<file path="config.mk">
export PLATFORM = sky130hd
export DESIGN_NAME = i2c_target_mem
export DESIGN_NICKNAME = d
export VERILOG_FILES = /design/src/rtl/i2c_target_mem.sv
export SDC_FILE = /design/constraint.sdc
export NUM_CORES = 2
export LEC_CHECK = 0
export CAP_MARGIN = 15
export CORE_AREA = 2 2 385 387
export CTS_BUF_LIST = sky130_fd_sc_hd__clkbuf_16
export CTS_CLUSTER_SIZE = 25
export DETAILED_ROUTE_END_ITERATION = 7
export DIE_AREA = 0 0 387 389
export DONT_BUFFER_PORTS = 1
export GPL_TIMING_DRIVEN = 0
export HOLD_SLACK_MARGIN = 0.02
export PLACE_DENSITY = 0.75
export SYNTH_ARGS = -nofsm -noshare
export SYNTH_HDL_FRONTEND = slang
export SYNTH_SLANG_ARGS = --single-unit
</file>
<file path="constraint.sdc">
create_clock -name clk_i -period 5.2 [get_ports clk_i]
set_input_delay 0.52 -clock clk_i [delete_from_list [all_inputs] [get_ports clk_i]]
set_output_delay 0.52 -clock clk_i [all_outputs]
set_load 0.005 [all_outputs]
</file>
<file path="src/rtl/i2c_target_mem.sv">
// I2C target with a pointer-addressed byte memory and committed-write monitor strobes.
// Define I2C_TARGET_GLITCH_FILTER_EN to add a 3-sample majority filter on SCL/SDA.
module i2c_target_mem #(
  parameter logic [6:0]  SLAVE_ADDR = 7'h22,
  parameter int unsigned MEM_DEPTH  = 256
) (
  input  logic       clk_i,
  input  logic       rst_i,
  input  logic       scl_i,
  input  logic       sda_i,
  output logic       sda_o,
  output logic       busy_o,
  output logic       start_det_o,
  output logic       stop_det_o,
  output logic       wr_strobe_o,
  output logic [7:0] wr_addr_o,
  output logic [7:0] wr_data_o
);
  localparam int unsigned PTR_W = $clog2(MEM_DEPTH);
  localparam int unsigned CNT_W = 4;

  typedef enum logic [3:0] {
    S_IDLE, S_ADDR, S_ADDR_ACK, S_PTR, S_PTR_ACK,
    S_WDATA, S_WDATA_ACK, S_RDATA, S_RACK, S_WAIT
  } state_t;

  logic r_scl_s1, r_scl_s2, r_sda_s1, r_sda_s2;
  logic r_scl_d, r_sda_d;
  logic w_scl, w_sda;

  always_ff @(posedge clk_i) begin
    if (rst_i) begin
      r_scl_s1 <= 1'b1;
      r_scl_s2 <= 1'b1;
      r_sda_s1 <= 1'b1;
      r_sda_s2 <= 1'b1;
    end else begin
      r_scl_s1 <= scl_i;
      r_scl_s2 <= r_scl_s1;
      r_sda_s1 <= sda_i;
      r_sda_s2 <= r_sda_s1;
    end
  end

`ifdef I2C_TARGET_GLITCH_FILTER_EN
  logic r_scl_m1, r_scl_m2, r_sda_m1, r_sda_m2, r_scl_f, r_sda_f;

  // Majority of the last three synchronized samples; a lone outlier never propagates.
  always_ff @(posedge clk_i) begin
    if (rst_i) begin
      r_scl_m1 <= 1'b1;
      r_scl_m2 <= 1'b1;
      r_sda_m1 <= 1'b1;
      r_sda_m2 <= 1'b1;
      r_scl_f  <= 1'b1;
      r_sda_f  <= 1'b1;
    end else begin
      r_scl_m1 <= r_scl_s2;
      r_scl_m2 <= r_scl_m1;
      r_sda_m1 <= r_sda_s2;
      r_sda_m2 <= r_sda_m1;
      r_scl_f  <= (r_scl_s2 & r_scl_m1) | (r_scl_s2 & r_scl_m2) | (r_scl_m1 & r_scl_m2);
      r_sda_f  <= (r_sda_s2 & r_sda_m1) | (r_sda_s2 & r_sda_m2) | (r_sda_m1 & r_sda_m2);
    end
  end

  assign w_scl = r_scl_f;
  assign w_sda = r_sda_f;
`else
  assign w_scl = r_scl_s2;
  assign w_sda = r_sda_s2;
`endif

  always_ff @(posedge clk_i) begin
    if (rst_i) begin
      r_scl_d <= 1'b1;
      r_sda_d <= 1'b1;
    end else begin
      r_scl_d <= w_scl;
      r_sda_d <= w_sda;
    end
  end

  // SDA moving while SCL is steady high is a bus condition; simultaneous moves are data.
  logic w_scl_rise, w_scl_fall, w_start, w_stop;
  assign w_scl_rise = w_scl & ~r_scl_d;
  assign w_scl_fall = ~w_scl & r_scl_d;
  assign w_start    = w_scl & r_scl_d & ~w_sda & r_sda_d;
  assign w_stop     = w_scl & r_scl_d & w_sda & ~r_sda_d;

  state_t             r_state, w_state_nxt;
  logic [CNT_W-1:0]   r_cnt, w_cnt_nxt;
  logic [7:0]         r_shift, w_shift_nxt;
  logic [PTR_W-1:0]   r_ptr, w_ptr_nxt;
  logic               r_rw, w_rw_nxt;
  logic               r_drive_low, w_drive_low_nxt;
  logic               r_busy, w_busy_nxt;
  logic               r_wr_strobe, w_wr_strobe_nxt;
  logic [7:0]         r_wr_addr, w_wr_addr_nxt;
  logic [7:0]         r_wr_data, w_wr_data_nxt;
  logic               r_sda_o, r_start_det, r_stop_det;
  logic               w_mem_we;
  logic [7:0]         w_mem_rd;
  logic [7:0]         r_mem [MEM_DEPTH];

  assign w_mem_rd = r_mem[r_ptr];

  always_ff @(posedge clk_i) begin
    if (w_mem_we) r_mem[r_ptr] <= r_shift;
  end

  always_ff @(posedge clk_i) begin
    if (rst_i) begin
      r_state     <= S_IDLE;
      r_cnt       <= '0;
      r_shift     <= '0;
      r_ptr       <= '0;
      r_rw        <= 1'b0;
      r_drive_low <= 1'b0;
      r_busy      <= 1'b0;
      r_wr_strobe <= 1'b0;
      r_wr_addr   <= '0;
      r_wr_data   <= '0;
      r_sda_o     <= 1'b1;
      r_start_det <= 1'b0;
      r_stop_det  <= 1'b0;
    end else begin
      r_state     <= w_state_nxt;
      r_cnt       <= w_cnt_nxt;
      r_shift     <= w_shift_nxt;
      r_ptr       <= w_ptr_nxt;
      r_rw        <= w_rw_nxt;
      r_drive_low <= w_drive_low_nxt;
      r_busy      <= w_busy_nxt;
      r_wr_strobe <= w_wr_strobe_nxt;
      r_wr_addr   <= w_wr_addr_nxt;
      r_wr_data   <= w_wr_data_nxt;
      r_sda_o     <= ~r_drive_low;
      r_start_det <= w_start;
      r_stop_det  <= w_stop;
    end
  end

  // Bits shift in on SCL rise; every SDA drive decision is taken on SCL fall.
  always_comb begin
    w_state_nxt     = r_state;
    w_cnt_nxt       = r_cnt;
    w_shift_nxt     = r_shift;
    w_ptr_nxt       = r_ptr;
    w_rw_nxt        = r_rw;
    w_drive_low_nxt = r_drive_low;
    w_busy_nxt      = r_busy;
    w_wr_strobe_nxt = 1'b0;
    w_wr_addr_nxt   = r_wr_addr;
    w_wr_data_nxt   = r_wr_data;
    w_mem_we        = 1'b0;
    if (w_stop) begin
      w_state_nxt     = S_IDLE;
      w_drive_low_nxt = 1'b0;
      w_busy_nxt      = 1'b0;
    end else if (w_start) begin
      w_state_nxt     = S_ADDR;
      w_cnt_nxt       = '0;
      w_drive_low_nxt = 1'b0;
    end else begin
      unique case (r_state)
        S_ADDR, S_PTR, S_WDATA: begin
          if (w_scl_rise) begin
            w_shift_nxt = {r_shift[6:0], w_sda};
            w_cnt_nxt   = r_cnt + CNT_W'(1);
          end else if (w_scl_fall && r_cnt == CNT_W'(8)) begin
            w_drive_low_nxt = 1'b1;
            if (r_state == S_ADDR) begin
              if (r_shift[7:1] == SLAVE_ADDR) begin
                w_state_nxt = S_ADDR_ACK;
                w_rw_nxt    = r_shift[0];
                w_busy_nxt  = 1'b1;
              end else begin
                w_state_nxt     = S_WAIT;
                w_drive_low_nxt = 1'b0;
              end
            end else if (r_state == S_PTR) begin
              w_state_nxt = S_PTR_ACK;
              w_ptr_nxt   = PTR_W'(r_shift);
            end else begin
              w_state_nxt     = S_WDATA_ACK;
              w_mem_we        = 1'b1;
              w_wr_strobe_nxt = 1'b1;
              w_wr_addr_nxt   = 8'(r_ptr);
              w_wr_data_nxt   = r_shift;
              w_ptr_nxt       = r_ptr + PTR_W'(1);
            end
          end
        end
        S_ADDR_ACK: begin
          if (w_scl_fall) begin
            w_cnt_nxt = '0;
            if (r_rw) begin
              w_state_nxt     = S_RDATA;
              w_shift_nxt     = w_mem_rd;
              w_drive_low_nxt = ~w_mem_rd[7];
            end else begin
              w_state_nxt     = S_PTR;
              w_drive_low_nxt = 1'b0;
            end
          end
        end
        S_PTR_ACK, S_WDATA_ACK: begin
          if (w_scl_fall) begin
            w_state_nxt     = S_WDATA;
            w_cnt_nxt       = '0;
            w_drive_low_nxt = 1'b0;
          end
        end
        S_RDATA: begin
          if (w_scl_rise) begin
            w_cnt_nxt = r_cnt + CNT_W'(1);
          end else if (w_scl_fall) begin
            if (r_cnt == CNT_W'(8)) begin
              w_state_nxt     = S_RACK;
              w_drive_low_nxt = 1'b0;
            end else begin
              w_shift_nxt     = {r_shift[6:0], 1'b0};
              w_drive_low_nxt = ~r_shift[6];
            end
          end
        end
        S_RACK: begin
          if (w_scl_rise) begin
            w_ptr_nxt = r_ptr + PTR_W'(1);
            if (w_sda) begin
              w_state_nxt = S_WAIT;
              w_busy_nxt  = 1'b0;
            end
          end else if (w_scl_fall) begin
            w_state_nxt     = S_RDATA;
            w_cnt_nxt       = '0;
            w_shift_nxt     = w_mem_rd;
            w_drive_low_nxt = ~w_mem_rd[7];
          end
        end
        S_IDLE, S_WAIT: ;
        default: w_state_nxt = S_IDLE;
      endcase
    end
  end

  assign sda_o       = r_sda_o;
  assign busy_o      = r_busy;
  assign start_det_o = r_start_det;
  assign stop_det_o  = r_stop_det;
  assign wr_strobe_o = r_wr_strobe;
  assign wr_addr_o   = r_wr_addr;
  assign wr_data_o   = r_wr_data;

endmodule

</file>
---- Word level (Yosys, flattened, before mapping) ----
Memories as Yosys holds them, arrays and structs flattened. A register that Yosys moved wholly into a read port is not among the register bits.
Cells that the tools add are included.
word-level totals
  output and inout bits ................... 21
  bits in writable memories ............... 2,048
  logic and storage cells ................. 174
  bits of input ports ..................... 4
  bits in registers ....................... 53
  memories ................................ 1
memory list
  memory  words  width  read ports  clocked after Yosys merged registers in  wr ports  RTL line  text
  r_mem   256    8      1           1                                        1         104       logic [7:0] r_mem [MEM_DEPTH];
cells by class
  reductions and logical operators ........ 22
  bitwise operators ....................... 20
  eq/ne operators ......................... 42
  multiplexer cells ....................... 67
  $add $sub $neg .......................... 2
operators with widths
  kind                   count
  $mux W8                15
  $mux W4                16
  $ne A2 B2 Y1 const B   18
  $pmux W8 S4            1
  $ne A3 B3 Y1 const B   10
  $mux W1                28
  $pmux W4 S6            1
  $reduce_and A7 Y1      3
  $reduce_and A10 Y1     2
  $eq A4 B3 Y1 const B   4
  $pmux W8 S2            1
  $not A1 Y1             13
  $eq A4 B4 Y1 const B   3
  $pmux W4 S3            1
  $reduce_and A11 Y1     1
  $reduce_and A9 Y1      1
  $reduce_or A3 Y1       3
  $add A8 B1 Y8 const B  1
  $eq A4 B2 Y1 const B   2
  $ne A4 B4 Y1 const B   2
  $reduce_and A8 Y1      1
  $reduce_bool A4 Y1     2
  $and A1 B1 Y1          7
  $eq A7 B6 Y1 const B   1
  other kinds (14)       16

---- Longest topological paths before layout ----
  word-level depth ........................ 10
  gate-level depth with buffers ........... 13
  depth with buffers taken out ............ 10

---- Worst setup path after synthesis ----
Ideal clock, no wire load.
  path kind ............................... flip-flop to flip-flop
  start ................................... reg r_shift[6]
  end ..................................... reg r_drive_low
  path buffers ............................ 0
  slack ................................... -0.033 ns
  clock period less this slack ............ 5.233 ns
  stages on the path, launching flop included .. 9
  data required time ...................... 5.108 ns
  arrival ................................. 5.141 ns
  library setup time ...................... 0.092 ns
  cell sequence ........................... dfxtp_1 or4b_2 nor4b_1 nor2_1 nand2_1 a21oi_1 a211oi_1 a21oi_1 o32ai_1
between the ends
  word-level cells in the longest chain between the ends .. 6
  elaborated cells between the ends (all ways) .. 10
  those cells by class .................... 1 x eq/ne; 8 x mux; 1 x bitwise
RTL lines
  item                    RTL line  text
  start, declared         93        logic [7:0] r_shift, w_shift_nxt;
  start signal, assigned  130       r_shift <= w_shift_nxt;
  $eq A7 B6 Y1            174       if (r_shift[7:1] == SLAVE_ADDR) begin
  $mux W1                 174
  $mux W1                 173       if (r_state == S_ADDR) begin
  $mux W1                 171       end else if (w_scl_fall && r_cnt == CNT_W'(8)) begin
  $mux W1                 168       if (w_scl_rise) begin
  $pmux W1 S5 *           166       unique case (r_state)
  end signal, assigned    133       r_drive_low <= w_drive_low_nxt;
  end, declared           96        logic r_drive_low, w_drive_low_nxt;
Every way passes the cells marked *; elsewhere a longest branch is shown, timed or not. The select of a mux whose other input is x is not followed.
A chain may end at the register's enable or synchronous reset.

==> reports/qor.txt <==
max-cap viol count -> 0
gr usage total -> 36.53%
failing checks -> DRC, setup timing
worst r2r path cells -> 11
syn nets -> 4138
1st-iter DRT viols -> 9076
leakage -> 28.55 nW
Max clock buf depth -> 3
VDD IR max -> 0.0003974 V
post-synth top area cell -> edfxtp_1
Rows -> 141
clk root buf -> clkbuf_16
fin worst setup slack -> -0.5368 ns
max_slew headroom -> 5.345%
Synth area leaders -> edfxtp_1, mux4_2, mux2i_1, dfxtp_1, nor2_1
Routability Congestion -> 1.027
Slowest cell on crit path -> clkbuf_1
Pre-Repair DR Iteration Count -> 8
Clock Sinks -> 2109
die width -> 387 um
status -> finished with violations
Die Y-Extent -> 389 um
area of the multi-input gates -> 18420 um^2
sequential share of the synthesized area -> 75.61%
hpwl dp -> 181400 um
final core occ -> 63.35%
DRC -> 2
synthesized area per cell -> 20.11 um^2
EDFF count, synth -> 2048
Tcrit/Tclk final -> 110.3%
crit path buf inv count -> 5
ys flop type -> edfxtp_1
largest net degree at the start of global routing -> 101
GRT overflow -> 0
WP data required -> 5.94 ns
most frequent cells in the layout -> edfxtp_1, mux4_2, nor2_1, mux2i_1, clkbuf_16
PwrDens -> 409.2 nW/um^2
placed cells -> 6098
DRT Wirelength -> 274300 um
CP top delay family -> buffers and inverters
Clk pin slew, worst setup/hold paths -> 0.06 ns
H-tree depth -> 4
Routed WL per cell -> 42.28 um
Area Overhead vs Synth -> 11.96%
worst-path maximum fanout -> 10
Die Area -> 150500 um^2
Seq cells post-synth -> 2109
ys async rst share -> 0%
crit end category -> flip-flop
Mapped Cells -> 4125
first-pass GRT wire length -> 367900 um
worst min path class -> input pin to flip-flop
Core ar. -> 146600 um^2
# setup viols final -> 4
CP startpoint kind -> flip-flop
r2r endpoint -> r_shift[5]
DRT antenna net count -> 0
Hold EP -> r_cnt[1]
commonest non-fill, non-tap cell in the layout -> edfxtp_1
vias per cell -> 7.294
layout cells sized above 1 -> 20.85%
vias in the first global route -> 44490
Inserted Clock Buffers -> 202
hold_sp -> rst_i
routed via count -> 47320
Crit Path Class -> flip-flop to flip-flop
final hold viol count -> 0
register area -> 62750 um^2
Worst-Skew Late Latency -> 0.86 ns
IO buf count -> 0
Final Slew Violations -> 0
post-synth top area share -> 74.13%
most used cell, CP -> buf_2
Max Fclk -> 0.1743 GHz
unique cell type count in the Yosys netlist -> 73
initial antenna violation count -> 22
CP arrival -> 6.47 ns
TritonCTS clock tree -> yes
CP cell instances -> buf_2, clkinv_1, buf_2, clkbuf_2, clkbuf_1, a21oi_1, o21ai_1, o211ai_1, nor4_1, nand2_1, a311oi_1
Starting Density -> 56.59%
Hold Path Stages -> 2
unrepaired setup endpoints after global routing -> no
Final Critical Period -> 5.737 ns
fin cells -> 6488
Synthesis Warnings -> 0
Final Skew -> 0.03040 ns
Crit path largest cell delay -> 1.08 ns
Final #Nets -> 4394
Post-Syn Area -> 82960 um^2
Least-Margin Pin Slew -> 1.420 ns
Fillers -> 9648
flop2flop setup slack -> -0.54 ns
IO Pins -> 25
==> metal layers <==
metal	vias to the layer above	GRT usage (%)	part of all wire [%]
met5	-	0	0.031
li1	17640	-	-
met2	4451	51.63	43
met3	1036	15.93	16
met4	12	24.73	8.3
met1	24180	45.87	33
==> how the worst max path moves through the flow <==
stage,startpoint,end,slack (ns),cells past startpoint
after floorplan,r_shift[4],busy_o,0.26,7
after global placement,r_shift[5],busy_o,-3.52,7
after detailed placement,flip-flop,r_shift[4],-0.29,12
after CTS,flip-flop,r_shift[5],0.03,12
after global routing,flip-flop,r_shift[5],0.01,11
final,flip-flop,r_shift[5],-0.54,11
==> cell families after synthesis <==
family | after synthesis | synth area share (%)
AOI/OAI and AO/OA | 421 | 3.526
muxes | 688 | 15.24
and+or+nand+nor | 628 | 3.256
buffers and inverters | 267 | 2.207
adders and majority gates | 9 | 0.1357
DFF | 2109 | 75.61
xor gates and xnor gates | 3 | 0.03168
==> report_power, final <==
| group | leakage (nW) | total [W] | switching [W] | internal, W |
|---|---|---|---|---|
| Sequential | 19.4 | 0.0194 | 0.000181 | 0.0193 |
| Clock | 3.30 | 0.0144 | 0.00645 | 0.00791 |
| Combinational | 5.84 | 0.00421 | 0.00280 | 0.00140 |
==> synth_stat cells, drive strengths merged (16+ instances only) <==
library cell     n
a22oi           26
clkbuf         106
buf            145
dfxtp           61
a21oi          112
o21ai           33
edfxtp        2048
nor2b           16
nand2          159
o22ai           58
nor2           318
nand3           43
mux2i          229
o221ai         107
nor3            18
mux4           456
==> stage by stage <==
stage / hold slack [ns] / instance area (um^2) / TNS (ns) / worst slack [ns] / total power, W
global route: 0.2307 / 92850 / 0 / 0.01287 / 0.03856
CTS: 0.1707 / 92770 / 0 / 0.02650 / 0.03777
global placement: 0.3921 / 85370 / -4843.18 / -3.519 / 0.02394
floorplan: 0.3706 / 82960 / 0 / 0.2621 / 0.02209
finish: 0.2313 / 92880 / -1.476 / -0.5368 / 0.03800
detailed placement: 0.3949 / 86350 / -0.4964 / -0.2923 / 0.02381
==> state kept, by name, indices dropped and copies added (netlist names), named ones only <==
name and cells:
busy_o 1, r_cnt 4, r_drive_low 1, r_mem 2048, r_ptr 8, r_rw 1, r_scl_d 1, r_scl_s1 1
r_scl_s2 1, r_sda_d 1, r_sda_s1 1, r_sda_s2 1, r_shift 8, r_state 4, sda_o 1, start_det_o 1
stop_det_o 1, wr_addr_o 8, wr_data_o 8, wr_strobe_o 1
==> repair_timing <==
item | CTS | global route
setup endpoints to repair | 3 | 1
hold buffers | 3 | 0
endpoints found under the hold margin | 6 | 0
pin swaps | 0 | 0
buffers inserted | 0 | 0
resized for setup | 4 | 0
==> worst register-to-register path, stage by stage, from the launching register on <==
cell	delay, ns
dfxtp_1	0.36
buf_2	0.27
clkinv_1	0.33
buf_2	0.56
clkbuf_2	0.79
clkbuf_1	1.10
a21oi_1	0.10
o21ai_1	0.24
o211ai_1	0.18
nor4_1	0.95
nand2_1	0.40
a311oi_1	0.36
==> cell type report <==
type,instances,area share (%)
Clock buffer,207,5.577
Inverter,14,0.05658
Multi-Input combinational cell,1749,19.83
Tap cell,1930,2.600
Buffer,252,1.931
Sequential cell,2109,67.56
Antenna cell,11,0.02964
Clock inverter,163,1.289
Timing Repair Buffer,53,1.122
Note: power is estimated with default switching activity, not from simulation.
